**src/rtl/pc_sequencer.sv**
```systemverilog
// Fetch-stage PC sequencer: next-PC selection, PC/IF-ID stall, pipeline flushes and bounded fetch wait.
// Optional trap redirect is compiled in when PC_SEQ_TRAP_EN is defined.
module pc_sequencer #(
  parameter logic [63:0] RESET_VECTOR = 64'h0,
  parameter int unsigned MAX_WAIT     = 8
) (
  input  logic        clk,
  input  logic        reset_n,
  input  logic [63:0] pc_cur,
  input  logic        branch_taken,
  input  logic [63:0] branch_target,
  input  logic        load_use_stall,
  input  logic        imem_ready,
`ifdef PC_SEQ_TRAP_EN
  input  logic        trap_req,
  input  logic [63:0] trap_vector,
  output logic [63:0] trap_epc,
`endif
  output logic        imem_req,
  output logic [63:0] pc_next,
  output logic        pc_stall,
  output logic        if_id_stall,
  output logic        if_id_flush,
  output logic        id_ex_flush,
  output logic        fetch_timeout,
  output logic [15:0] redirect_count
);

  typedef enum logic [1:0] {
    BOOT  = 2'd0,
    FETCH = 2'd1,
    DRAIN = 2'd2,
    HALT  = 2'd3
  } state_e;

  localparam logic [7:0] MAX_WAIT_C = 8'(MAX_WAIT);

  state_e      state_q, state_d;
  logic [7:0]  wait_cnt_q, wait_cnt_d;
  logic        fetch_timeout_q, fetch_timeout_d;
  logic [15:0] redirect_count_q, redirect_count_d;
  logic        trap_sel;
  logic [63:0] trap_target;

  function automatic logic [15:0] sat_inc16(input logic [15:0] v);
    return (v == 16'hFFFF) ? v : v + 16'd1;
  endfunction

`ifdef PC_SEQ_TRAP_EN
  logic [63:0] trap_epc_q, trap_epc_d;
  assign trap_sel    = trap_req;
  assign trap_target = trap_vector;
  assign trap_epc    = trap_epc_q;
`else
  assign trap_sel    = 1'b0;
  assign trap_target = 64'h0;
`endif

  // Registered state: FSM, wait counter, sticky timeout, redirect counter, trap EPC
  always_ff @(posedge clk or negedge reset_n) begin
    if (!reset_n) begin
      state_q          <= BOOT;
      wait_cnt_q       <= 8'd0;
      fetch_timeout_q  <= 1'b0;
      redirect_count_q <= 16'd0;
`ifdef PC_SEQ_TRAP_EN
      trap_epc_q       <= 64'h0;
`endif
    end else begin
      state_q          <= state_d;
      wait_cnt_q       <= wait_cnt_d;
      fetch_timeout_q  <= fetch_timeout_d;
      redirect_count_q <= redirect_count_d;
`ifdef PC_SEQ_TRAP_EN
      trap_epc_q       <= trap_epc_d;
`endif
    end
  end

  // Mealy next-state and control outputs
  always_comb begin
    state_d          = state_q;
    wait_cnt_d       = wait_cnt_q;
    fetch_timeout_d  = fetch_timeout_q;
    redirect_count_d = redirect_count_q;
`ifdef PC_SEQ_TRAP_EN
    trap_epc_d       = trap_epc_q;
`endif
    imem_req         = 1'b0;
    pc_next          = pc_cur;
    pc_stall         = 1'b1;
    if_id_stall      = 1'b0;
    if_id_flush      = 1'b0;
    id_ex_flush      = 1'b0;

    unique case (state_q)
      BOOT: begin
        pc_next     = RESET_VECTOR;
        pc_stall    = 1'b0;
        if_id_flush = 1'b1;
        id_ex_flush = 1'b1;
        state_d     = FETCH;
      end
      FETCH: begin
        imem_req = 1'b1;
        if (trap_sel || branch_taken) begin
          pc_next     = trap_sel ? trap_target : branch_target;
          pc_stall    = 1'b0;
          if_id_flush = 1'b1;
          id_ex_flush = 1'b1;
          wait_cnt_d  = 8'd0;
          // A response still pending for the old PC must be discarded first
          state_d     = imem_ready ? FETCH : DRAIN;
          if (!trap_sel) begin
            redirect_count_d = sat_inc16(redirect_count_q);
          end
`ifdef PC_SEQ_TRAP_EN
          if (trap_sel) begin
            trap_epc_d = pc_cur;
          end
`endif
        end else if (load_use_stall) begin
          if_id_stall = 1'b1;
          id_ex_flush = 1'b1;
        end else if (!imem_ready) begin
          if_id_flush = 1'b1;
          wait_cnt_d  = wait_cnt_q + 8'd1;
          if (wait_cnt_d == MAX_WAIT_C) begin
            fetch_timeout_d = 1'b1;
            state_d         = HALT;
          end
        end else begin
          pc_next    = pc_cur + 64'd4;
          pc_stall   = 1'b0;
          wait_cnt_d = 8'd0;
        end
      end
      DRAIN: begin
        if_id_flush = 1'b1;
        if (imem_ready) begin
          state_d = FETCH;
        end
      end
      HALT: begin
        if_id_flush = 1'b1;
        id_ex_flush = 1'b1;
      end
      default: state_d = BOOT;
    endcase
  end

  assign fetch_timeout  = fetch_timeout_q;
  assign redirect_count = redirect_count_q;

endmodule

```
**config.mk**
```make
export PLATFORM = sky130hd
export DESIGN_NAME = pc_sequencer
export DESIGN_NICKNAME = d
export VERILOG_FILES = /design/src/rtl/pc_sequencer.sv
export SDC_FILE = /design/constraint.sdc
export NUM_CORES = 1
export LEC_CHECK = 0
export ABC_CLOCK_PERIOD_IN_PS = 2100
export BUFFER_PORTS_ARGS = -buffer_cell sky130_fd_sc_hd__buf_2
export CAP_MARGIN = 20
export CORE_MARGIN = 2
export CORE_UTILIZATION = 43
export CTS_BUF_LIST = sky130_fd_sc_hd__clkbuf_2
export DETAILED_ROUTE_END_ITERATION = 10
export GPL_ROUTABILITY_DRIVEN = 0
export HOLD_SLACK_MARGIN = 0.05
export PLACE_DENSITY = 0.8
export SLEW_MARGIN = 20
export SYNTH_ARGS = -nofsm -noshare
export SYNTH_HDL_FRONTEND = slang
export SYNTH_SLANG_ARGS = --single-unit
```
**constraint.sdc**
```tcl
create_clock -name clk -period 2.1 [get_ports clk]
set_clock_uncertainty 0.1 [all_clocks]
set_input_delay 0.105 -clock clk [delete_from_list [all_inputs] [get_ports clk]]
set_output_delay 0.105 -clock clk [all_outputs]
set_load 0.01 [all_outputs]
```
## Word level (Yosys, flattened, before mapping)

Index checks and enable logic that the tools add are counted.

| cells by class | value |
|---|---|
| bitwise gates (word level) | 4 |
| equality and inequality tests | 10 |
| add/subtract/negate cells | 3 |
| mux-type cells | 27 |
| reduce and logical (&&, ||, !) cells | 8 |

Operators with widths:

| cell | number |
|---|---|
| $mux W64 | 3 |
| $pmux W64 S2 | 1 |
| $add A64 B3 Y64 const B | 1 |
| $mux W8 | 3 |
| $add A16 B1 Y16 const B | 1 |
| $eq A16 B16 Y1 const B | 1 |
| $mux W2 | 6 |
| $mux W1 | 10 |
| $reduce_and A5 Y1 | 2 |
| $ne A3 B3 Y1 const B | 3 |
| $add A8 B1 Y8 const B | 1 |
| $eq A8 B4 Y1 const B | 1 |
| $pmux W1 S2 | 3 |
| $pmux W2 S3 | 1 |
| $eq A2 B2 Y1 const B | 2 |
| $ne A2 B2 Y1 const B | 2 |
| $not A1 Y1 | 4 |
| $reduce_and A3 Y1 | 1 |
| $reduce_bool A3 Y1 | 1 |
| $reduce_or A3 Y1 | 1 |
| $eq A2 B1 Y1 const B | 1 |
| $logic_not A2 Y1 | 1 |
| $reduce_and A2 Y1 | 1 |
| $reduce_or A2 Y1 | 1 |

| storage, ports and cells | value |
|---|---|
| register bits after elaboration | 27 |
| output and inout port bits | 86 |
| logic and storage cells | 56 |

## Longest topological paths before layout

Gate-level depths: netlist of the first run.

| depth | value |
|---|---|
| depth in word-level cells | 7 |
| gate-level depth with buffers | 9 |
| depth with buffers taken out | 8 |

## Worst setup path before layout of the first run

Ideal clock, no wire load.

| path | value |
|---|---|
| kind | flip-flop to output port |
| from | register state_q[1] |
| to | output pc_next[39] |
| cell stages (with the launch flop) | 9 |
| path slack | -121 ps |
| buffers on the path | 2 |
| arrival time | 2016 ps |
| path through | dfrtp_1 inv_1 ha_1 buf_2 clkinv_1 nor2_1 clkbuf_1 nand3_1 o211ai_1 |

| on the way | value |
|---|---|
| word-level cells in the longest chain between the ends | 2 |

RTL lines:

| element | RTL line | text |
|---|---|---|
| start: declaration | 38 | `state_e state_q, state_d;` |
| start signal: assignment | 70 | `state_q <= state_d;` |
| $eq A2 B1 Y1 / $logic_not A2 Y1 (equally long branches) | 96 | `unique case (state_q)` |
| $pmux W64 S2 (*) | 96 |  |
| end: declaration | 20 | `output logic [63:0] pc_next,` |

Mark *: on every way between the ends. The rest lies on a longest branch, timed or not.

## Worst setup path after layout of the first run

| path | value |
|---|---|
| from | register state_q[1] |
| to | output pc_next[53] |

Same word-level chain as after synthesis.

==> summary.md, run 1 <==
| Metric | Value |
|---|---|
| Leak | roughly 3.2 nW |
| CP Launch Type | flop |
| Power Dens Cells | around 900 nW/µm² |
| Worst hold path class | input port to flop |
| Yosys warns | 0 |
| DP HPWL | 13,060 µm |
| Pin count of the biggest net entering global routing | 76 |
| DRT iter0 DRCs | 560 |
| Adder-cell share of the synthesized area | 0.02946 |
| Syn Nets | 772 |
| Antenna violations before repair | 3 |
| Hold Violations, Final | 0 |
| Worst Tran Pin Value | about 0.59 ns |
| Setup ws final | -0.4374 ns |
| Clock slew at reported path FFs | ~0.26 ns |
| Cell variety after synth | 61 |
| Post-synth EDFFs | 0 |
| I/O pins | 219 |
| Cell mode on critical path | buf_6 |
| Post-synthesis simple-gate area fraction | 0.3838 |
| Hold Path Depth | 5 |
| Fin Hold WS | 0.1097 ns |
| Pins over their slew limit | 0 |
| Die area | 10,690 µm² |
| Worst vdd ir | 774.4 µV |
| Async set or reset register ratio after synthesis | 1.000 |
| Root Buffer | clkbuf_2 |
| Clk buf depth | 2 |
| Fin crit share | 1.208 |
| First-pass GRT wire length | between 20,000 and 30,000 µm |
| DRC violations left | 0 |
| Share of layout cells above drive strength 1 | 0.4437 |
| GRT Overall Usage | 0.3084 |
| Crit path from | state_q[1] |
| Outcome | finished with violations |
| Clock Latency Late Sink | roughly 0.38 ns |
| Failing checks | negative setup slack |
| Worst Reg-to-Reg Cells | 9 |
| RSZ-0062 raised after global routing | true |
| Final setup viols | 62 |
| Worst path slowest cell | dfrtp_1 |
| CTS tree | built |
| Post-synthesis register bit count | 27 |
| Max FO, Critical Path | 7 |
| Fin cells | 1,051 |
| Die span in y | 103.4 µm |
| Ys flop type | dfrtp_1 |
| Nets | about 1,100 |
| Commonest cells after routing, fill and taps aside | buf_2 (213), nand2_1 (79), buf_4 (67), o21ai_0 (46), nor2_1 (38) |
| Total clock sinks | 27 |
| Mapped Cells | 629 |
| FMAX | 394.1 MHz |
| Area delta synth->final | 58.79% |
| Min cycle time layout | 2.537 ns |
| Mux share of post-synthesis cell area | 0.01443 |
| Post-synthesis xor/xnor area fraction | 0.07216 |
| Vias in the first global route | 5,498 |
| DR pass1 iterations | 7 |
| PortBufs | 218 |
| Setup tns final | -7.207 ns |
| CP delay by family, top | buffers and inverters |
| Critical path capture point type | output port |
| HP Start | load_use_stall |
| Total gr overflow | 0 |
| FF-to-FF Start | state_q[1] |
| Commonest non-fill, non-tap cell in the layout | buf_2 |
| Vias/cell | approximately 6 |
| H-Tree Depth | 1 |
| CP arrival | 2.33 ns |
| Final WL | 19,230 µm |
| Routed vias | 6,414 |
| Largest family of logic cells by synthesized area | simple AND/OR/NAND/NOR gates |
| Num CTS Buffers | 3 |
| Antenna-violating nets left | 0 |
| Post-Syn Area | 4248 µm² |
| Die W | 103.4 µm |
| Avg WL per Cell | 18.30 µm |
| FP Rows | 36 |
| Critical path cell sequence | inv_2, ha_4, buf_12, buf_4, buf_6, nand2_1, nor2_1, mux2i_2, nand2_2, buf_6 |
| Placed Instances | between 1,000 and 1,500 |
| WP buf/inv | 5 |
| Avg Synthesized Cell Area | 6.753 µm² |
| Starting Density | 0.4386 |
| WS Path Type | flop to output port |
| WP depth | 10 |
| Compound-Gate Fraction of Synth Area | 0.2863 |
| Worst EP required | ~1.9 ns |
| MaxCap Viol Count | 0 |
| Rel. slew slack | 0.6061 |
| Crit-path max cell delay | 0.46 ns |
| Core area | 9684 µm² |
| Seq/Total Area, Yosys | 0.1591 |
where the power goes:
group / internal [W] / switching (W) / total, W
Combinational: 0.00242 / 0.00259 / 0.00500
Sequential: 0.000599 / 0.000112 / 0.000712
Clock: 0.0000431 / 0.000159 / 0.000203
Total: 0.00306 / 0.00286 / 0.00592
per-stage QoR:
| step | setup WS, ns | utilization | power, W | cell area (µm²) |
|---|---|---|---|---|
| after floorplan | 0.02930 | - | 0.002485 | 4255 |
| after global placement | -0.01947 | 0.6028 | 0.003965 | 5838 |
| after detailed placement | -0.05979 | 0.6028 | 0.004007 | 5838 |
| after CTS | -0.1225 | 0.6345 | 0.004715 | 6145 |
| after global routing | -0.6502 | 0.6960 | 0.006269 | 6740 |
| final | -0.4374 | 0.6965 | 0.005915 | 6745 |
repair_timing:
action | in CTS | in global routing
gates cloned | 1 | 5
hold buffers | 1 | 0
gates resized for setup | 50 | 106
pin swaps | 5 | 28
setup buffers | 14 | 24
hold endpoints to repair | 27 | 0
endpoints found under the setup margin | 69 | 75
tightest hold or removal path, delay by kind of cell:
kind            cells  cell delay [ns]
compound gates      1             0.06
buf+inv             2             0.25
simple gates        2             0.15
cells by family (layout without fill, tap and decap cells):
kind of cell,after synthesis,after routing
adders and majority gates,10,10
and+or+nand+nor,292,292
AOI/OAI and AO/OA,202,202
muxes,6,6
buffers and inverters,57,343
other,0,3
DFF,27,27
xor gates and xnor gates,35,35
cell type report:
type                       count  area, µm²
multi-input combinational    545       3671
fill                         811       2939
timing repair buffer         319       2126
sequential                    27      676.9
tap                          133      166.4
inverter                      20      77.57
clock buffer                   3      15.01
antenna                        3      7.507
clock inverter                 1      5.005
worst paths after layout:
check                                      to  slack, ns
min in group asynchronous   redirect_count[3]       0.12
max reg2reg                redirect_count[14]       0.09
min                             wait_cnt_q[4]       0.11
min reg2reg                redirect_count[12]       0.41
max                               pc_next[53]      -0.44
max in group asynchronous          state_q[0]       1.36
routing by layer:
layer,global-route usage,vias up,part of all wire
met2,0.5310,423,0.47
met3,0.05108,107,0.12
li1,-,2954,-
met4,0.1245,0,0.051
met5,0,-,0
met1,0.3830,2930,0.36
flip-flops by register name, summed over array words and instances, names as in the netlist:
signal          flops
fetch_timeout       1
state_q             2
redirect_count     16
wait_cnt_q          8
Yosys cell counts, types with 4 or more instances:
library cell   n  share of area
xor2_1        16          0.033
ha_1          10          0.029
mux2i_1        5          0.012
buf_2          6         0.0071
a21oi_1       35          0.041
nand4_1       24          0.035
nand2_1       82          0.072
o311ai_0       4         0.0082
o21ai_0       89           0.10
clkbuf_1      22          0.019
a22o_1         6          0.012
o2bb2ai_1      5          0.010
and2_1         7          0.010
o21ai_1        8         0.0094
a22oi_1       20          0.035
xnor2_1       19          0.039
and4_1         9          0.019
o22ai_1        6         0.0088
buf_1          7         0.0062
a31oi_1        6         0.0088
nor2_1        41          0.036
and3_1        15          0.022
o211ai_1       5         0.0088
inv_1         19          0.017
nor3_1        30          0.035
or3_1          8          0.012
nor4_1        15          0.022
dfrtp_1       27           0.16
nand3_1       34          0.040
Note: power is estimated with default switching activity, not from simulation.
==> run 2, diff against run 1 <==
Settings changed: ABC_CLOCK_PERIOD_IN_PS 2100 to 3200, CORE_UTILIZATION 43 to 45, CTS_CLUSTER_DIAMETER from default to 60.
Clock period 2.1 ns to 3.2 ns, I/O delays scaled along.
==> run 2 against run 1 <==
Net effect:
- the flow now finishes without violations
- cell area shrank 19%
- final cell count shrank 11%
- non-clock buffer count shrank 90
- global-route usage shrank 0.93 points
- critical endpoint is now pc_next[34]
- largest cell class unchanged
==> summary.md, run 2 (same netlist as run 1, synthesis figures left out) <==
| Metric | Value |
|---|---|
| Outcome | completed (was finished with violations) |
| Pins over their slew limit | 0 (unchanged) |
| DP HPWL | 12,810 µm (was 13,060 µm) |
| Fin Hold WS | 0.1196 ns (was 0.1097 ns) |
| Num CTS Buffers | 3 (unchanged) |
| I/O pins | 219 (unchanged) |
| Worst vdd ir | 425.0 µV (was 774.4 µV) |
| CP arrival | 2.76 ns (was 2.33 ns) |
| FMAX | 331.6 MHz |
| Starting Density | 0.4619 (was 0.4386) |
| Largest register FFs | 16 (unchanged) |
| Max FO, Critical Path | 22 (was 7) |
| Pin count of the biggest net entering global routing | 49 (was 76) |
| Routed vias | 5,958 (was 6,414) |
| Area after DPL | 5403 µm² (was 5838 µm²) |
| Worst Tran Pin Value | 0.8502 ns (was 0.5908 ns) |
| FP Rows | 35 (was 36) |
| DRC violations left | 0 (unchanged) |
| Nets | 969 (was 1,059) |
| Min cycle time layout | 3.015 ns |
| Hold Violations, Final | 0 (unchanged) |
| Critical path capture point type | output port (unchanged) |
| Inserted Diodes | 0 (was 3) |
| Clock slew at reported path FFs | 0.28 ns (was 0.26 ns) |
| Root Buffer | clkbuf_2 (unchanged) |
| Worst hold path class | input port to flop (unchanged) |
| Fin crit share | 0.9423 |
| RSZ-0062 raised after global routing | false (was true) |
| Die span in y | 101.2 µm (was 103.4 µm) |
| Avg WL per Cell | 17.65 µm (was 18.30 µm) |
| Area delta synth->final | 27.95% (was 58.79%) |
| Antenna violations before repair | 0 (was 3) |
| Share of layout cells above drive strength 1 | 0.3127 (was 0.4437) |
| H-Tree Depth | 1 (unchanged) |
| WS Path Type | flop to output port (unchanged) |
| Rel. slew slack | 0.4319 (was 0.6061) |
| Die W | 101.2 µm (was 103.4 µm) |
| Vias/cell | 6.365 (was 6.103) |
| Commonest non-fill, non-tap cell in the layout | buf_2 (unchanged) |
| Vias in the first global route | 5,396 (was 5,498) |
| CTS-repair resized insts | 0 (was 50) |
| Final Instance Area | 5435 µm² (was 6745 µm²) |
| Setup tns final | 0 ns (was -7.207 ns) |
| Clock Latency Late Sink | 0.37 ns (was 0.38 ns) |
| Clk buf depth | 2 (unchanged) |
| CP Launch Type | flop (unchanged) |
| Leak | 2.556 nW (was 3.165 nW) |
| GRT Overall Usage | 0.2991 (was 0.3084) |
| Die area | 10,230 µm² (was 10,690 µm²) |
| Total clock sinks | 27 (unchanged) |
| DRT iter0 DRCs | 511 (was 560) |
| First-pass GRT wire length | 25,190 µm (was 26,230 µm) |
| Final setup viols | 0 (was 62) |
| Commonest cells after routing, fill and taps aside | buf_2 (218), o21ai_0 (89), nand2_1 (82), nor2_1 (40), a21oi_1 (35) (was buf_2 (213), nand2_1 (79), buf_4 (67), o21ai_0 (46), nor2_1 (38)) |
| Core area | 9196 µm² (was 9684 µm²) |
| CTS tree | built (unchanged) |
| Final WL | 16,520 µm (was 19,230 µm) |
| Worst EP required | 2.94 ns (was 1.89 ns) |
| PortBufs | 218 (unchanged) |
| MaxCap Viol Count | 0 (unchanged) |
| DR pass1 iterations | 5 (was 7) |
| Total gr overflow | 0 (unchanged) |
| Antenna-violating nets left | 0 (unchanged) |
| Power Dens Cells | 484.6 nW/µm² (was 877.0 nW/µm²) |
[run 2: cell count changes in the layout (fill, tap and decap cells not counted), moves of 6 or more]
cell     before  now
buf_4        67   10
o21ai_2      12    0
o21ai_1      37    8
a22oi_1       7   20
buf_6        27    0
o21ai_0      46   89
a22oi_2      13    0
buf_12        6    0
[run 2: worst paths after layout]
check | from | end | slack [ns] | depth (start not counted)
min in group asynchronous | reset_n | redirect_count[6] | 0.18 | 2
min reg2reg | redirect_count[12] | redirect_count[12] | 0.42 | 1
max | state_q[1] | pc_next[34] | 0.18 | 7
max in group asynchronous | reset_n | redirect_count[7] | 2.39 | 2
max reg2reg | state_q[1] | redirect_count[12] | 0.47 | 8
min | load_use_stall | wait_cnt_q[4] | 0.12 | 4
[run 2: worst max-delay path, stage by stage (launching register included)]
cell and delay (ns):
dfrtp_1 0.50, inv_1 0.12, ha_1 0.37, buf_4 0.33
or2_2 0.45, o21ai_0 0.17, a221o_1 0.31, buf_2 0.14
[run 2: cell type report]
class / instances / area [µm²]
tap: 111 / 138.9
multi-input combinational: 545 / 3347
sequential: 27 / 675.6
inverter: 20 / 75.07
clock buffer: 3 / 15.01
timing repair buffer: 229 / 1176
clock inverter: 1 / 7.507
fill: 890 / 3761
[run 2: timing repair]
action / 4_1_cts / 5_1_grt
hold buffers: 1 / 0
setup buffers: 0 / 0
endpoints found under the setup margin: 0 / 0
hold endpoints to repair: 27 / 0
[run 2: per-stage QoR]
step | utilization | instances | power (W) | worst slack [ns]
after floorplan | - | 629 | 0.001623 | 0.9245
after global placement | 0.5875 | 931 | 0.002431 | 0.6902
after detailed placement | 0.5875 | 931 | 0.002476 | 0.5623
after CTS | 0.5910 | 936 | 0.002620 | 0.2188
after global routing | 0.5910 | 936 | 0.002847 | 0.02004
final | 0.5910 | 936 | 0.002634 | 0.1846
[run 2: layer usage]
metal / vias to the layer above / wire length, µm / GRT usage
met4: 0 / 704 / 0.1518
met5: - / 0 / 0
met1: 2732 / 6503 / 0.3795
met2: 407 / 7738 / 0.4977
met3: 64 / 1575 / 0.04003
li1: 2755 / - / -
[run 2: report_power, final]
part / leakage (nW) / internal (W) / switching [W]
combinational: 2.19 / 0.000773 / 0.00126
clock: 0.0126 / 0.0000290 / 0.000105
sequential: 0.356 / 0.000392 / 0.0000734
==> run 3, diff against run 2 <==
Settings changed: RECOVER_POWER from default to 100, SLEW_MARGIN 20 to default.
==> run 3 against run 2 <==
Net effect:
- die area is the same
- register-to-register slack barely moved
- clock power about the same
- core utilization decreased by 0.95 points
- worst setup slack better by 0.0048 ns
- final cell count unchanged
- global-route usage did not move
- total power decreased by 2.9%
- critical path type unchanged
- critical endpoint unchanged
- largest power group unchanged
==> summary.md, run 3 (same netlist as run 1, synthesis figures left out) <==
| Metric | Value |
|---|---|
| Hold Violations, Final | 0 (unchanged) |
| Routed vias | 5,940 (was 5,958) |
| Clk buf depth | 2 (unchanged) |
| Die span in y | 101.2 µm (unchanged) |
| Placed Instances | 931 (unchanged) |
| DR pass1 iterations | 5 (unchanged) |
| Inserted Diodes | 0 (unchanged) |
| FMAX | 332.2 MHz (was 331.6 MHz) |
| Max FO, Critical Path | 22 (unchanged) |
| Power Dens Cells | 478.2 nW/µm² (was 484.6 nW/µm²) |
| Avg WL per Cell | 17.68 µm (was 17.65 µm) |
| Clock Latency Late Sink | 0.37 ns (about the same) |
| Fin cells | 936 (unchanged) |
| RR Endpoint | redirect_count[12] (unchanged) |
| Final Instance Area | 5348 µm² (was 5435 µm²) |
| Clock slew at reported path FFs | 0.28 ns (about the same) |
| DRC violations left | 0 (unchanged) |
| RSZ-0062 raised after global routing | false (unchanged) |
| CTS tree | built (unchanged) |
| Outcome | completed (unchanged) |
| WS Path Type | flop to output port (unchanged) |
| Commonest cells after routing, fill and taps aside | buf_2 (147), o21ai_0 (96), nand2_1 (82), clkbuf_1 (66), nor2_1 (40) (was buf_2 (218), o21ai_0 (89), nand2_1 (82), nor2_1 (40), a21oi_1 (35)) |
| Largest register FFs | 16 (unchanged) |
| CP arrival | 2.75 ns (was 2.76 ns) |
| R2R setup slack | 0.47 ns (about the same) |
| Rel. slew slack | 0.04060 (was 0.4319) |
| I/O pins | 219 (unchanged) |
| Worst Tran Pin Value | 1.439 ns (was 0.8502 ns) |
| Area after DPL | 5403 µm² (unchanged) |
| Worst EP required | 2.94 ns (about the same) |
| Setup tns final | 0 ns (unchanged) |
| Antenna-violating nets left | 0 (unchanged) |
| Total gr overflow | 0 (unchanged) |
| Fin Hold WS | 0.1147 ns (was 0.1196 ns) |
| Crit path from | state_q[1] (unchanged) |
| Vias/cell | 6.346 (was 6.365) |
| Worst Reg-to-Reg Cells | 8 (unchanged) |
| Min cycle time layout | 3.011 ns (was 3.015 ns) |
| Worst hold path class | input port to flop (unchanged) |
| Root Buffer | clkbuf_2 (unchanged) |
| Share of layout cells above drive strength 1 | 0.2327 (was 0.3127) |
| Leak | 2.341 nW (was 2.556 nW) |
| Final setup viols | 0 (unchanged) |
| FP Rows | 35 (unchanged) |
| Nets | 969 (unchanged) |
| H-Tree Depth | 1 (unchanged) |
| Vias in the first global route | 5,396 (unchanged) |
| GRT Overall Usage | 0.2991 (unchanged) |
| Pins over their slew limit | 0 (unchanged) |
| Antenna violations before repair | 0 (unchanged) |
| Worst vdd ir | 410.8 µV (was 425.0 µV) |
| Area delta synth->final | 25.89% (was 27.95%) |
| DP HPWL | 12,810 µm (unchanged) |
| Total clock sinks | 27 (unchanged) |
| FF-to-FF Start | state_q[1] (unchanged) |
| Final WL | 16,540 µm (was 16,520 µm) |
| Starting Density | 0.4619 (unchanged) |
| First-pass GRT wire length | 25,190 µm (unchanged) |
| Fin crit share | 0.9408 (was 0.9423) |
| Num CTS Buffers | 3 (unchanged) |
| Critical path capture point type | output port (unchanged) |
| Commonest non-fill, non-tap cell in the layout | buf_2 (unchanged) |
| Die area | 10,230 µm² (unchanged) |
| Die W | 101.2 µm (unchanged) |
| Worst setup endpoint | pc_next[34] (unchanged) |
| Core area | 9196 µm² (unchanged) |
| PortBufs | 218 (unchanged) |
| Pin count of the biggest net entering global routing | 49 (unchanged) |
| DRT iter0 DRCs | 464 (was 511) |
| CTS-repair resized insts | 0 (unchanged) |
| MaxCap Viol Count | 0 (unchanged) |
| CP Launch Type | flop (unchanged) |
-- run 3: worst min-delay path by stage --
stage / from / depth (start not counted) / endpoint / slack, ns
after floorplan: reset_n / 0 / fetch_timeout / -0.24
after global placement: reset_n / 1 / redirect_count[2] / 0.09
after detailed placement: reset_n / 1 / redirect_count[10] / 0.11
after CTS: load_use_stall / 4 / wait_cnt_q[4] / 0.10
after global routing: load_use_stall / 4 / wait_cnt_q[4] / 0.1
final: load_use_stall / 4 / wait_cnt_q[4] / 0.11
-- run 3: cell type report --
| class | instances | area (µm²) |
|---|---|---|
| Inverter | 20 | 75.07 |
| Multi-Input combinational cell | 545 | 3347 |
| Fill cell | 923 | 3849 |
| Timing Repair Buffer | 229 | 1089 |
| Clock buffer | 3 | 15.01 |
| Sequential cell | 27 | 675.6 |
| Clock inverter | 1 | 7.507 |
| Tap cell | 111 | 138.9 |
-- run 3: where the power goes --
part           switching, W  total [W]  internal (W)
logic               0.00127    0.00196      0.000684
clock network      0.000104   0.000133     0.0000290
registers         0.0000752   0.000468      0.000392
-- run 3: metal layers --
layer,vias up,share of wire,track usage
met2,394,0.47,0.4977
met4,0,0.044,0.1518
met3,64,0.099,0.04003
met5,-,0,0
met1,2732,0.39,0.3795
li1,2750,-,-
-- run 3: worst max-delay path, stage by stage, from the launching register on --
cell	delay [ns]
dfrtp_1	0.50
inv_1	0.12
ha_1	0.36
buf_4	0.33
or2_2	0.45
o21ai_0	0.17
a221o_1	0.31
clkbuf_2	0.13
-- run 3: what timing repair did --
action                                 CTS  global route
hold buffers                             1             0
buffers inserted                         0             0
endpoints found under the hold margin   27             0
-- run 3: per-stage QoR --
stage	util	power, W	setup WS, ns
2_1_floorplan	-	0.001623	0.9245
3_3_place_gp	0.5875	0.002431	0.6902
3_5_place_dp	0.5875	0.002476	0.5623
4_1_cts	0.5910	0.002620	0.2188
5_1_grt	0.5815	0.002766	0.01043
6_report	0.5815	0.002557	0.1895
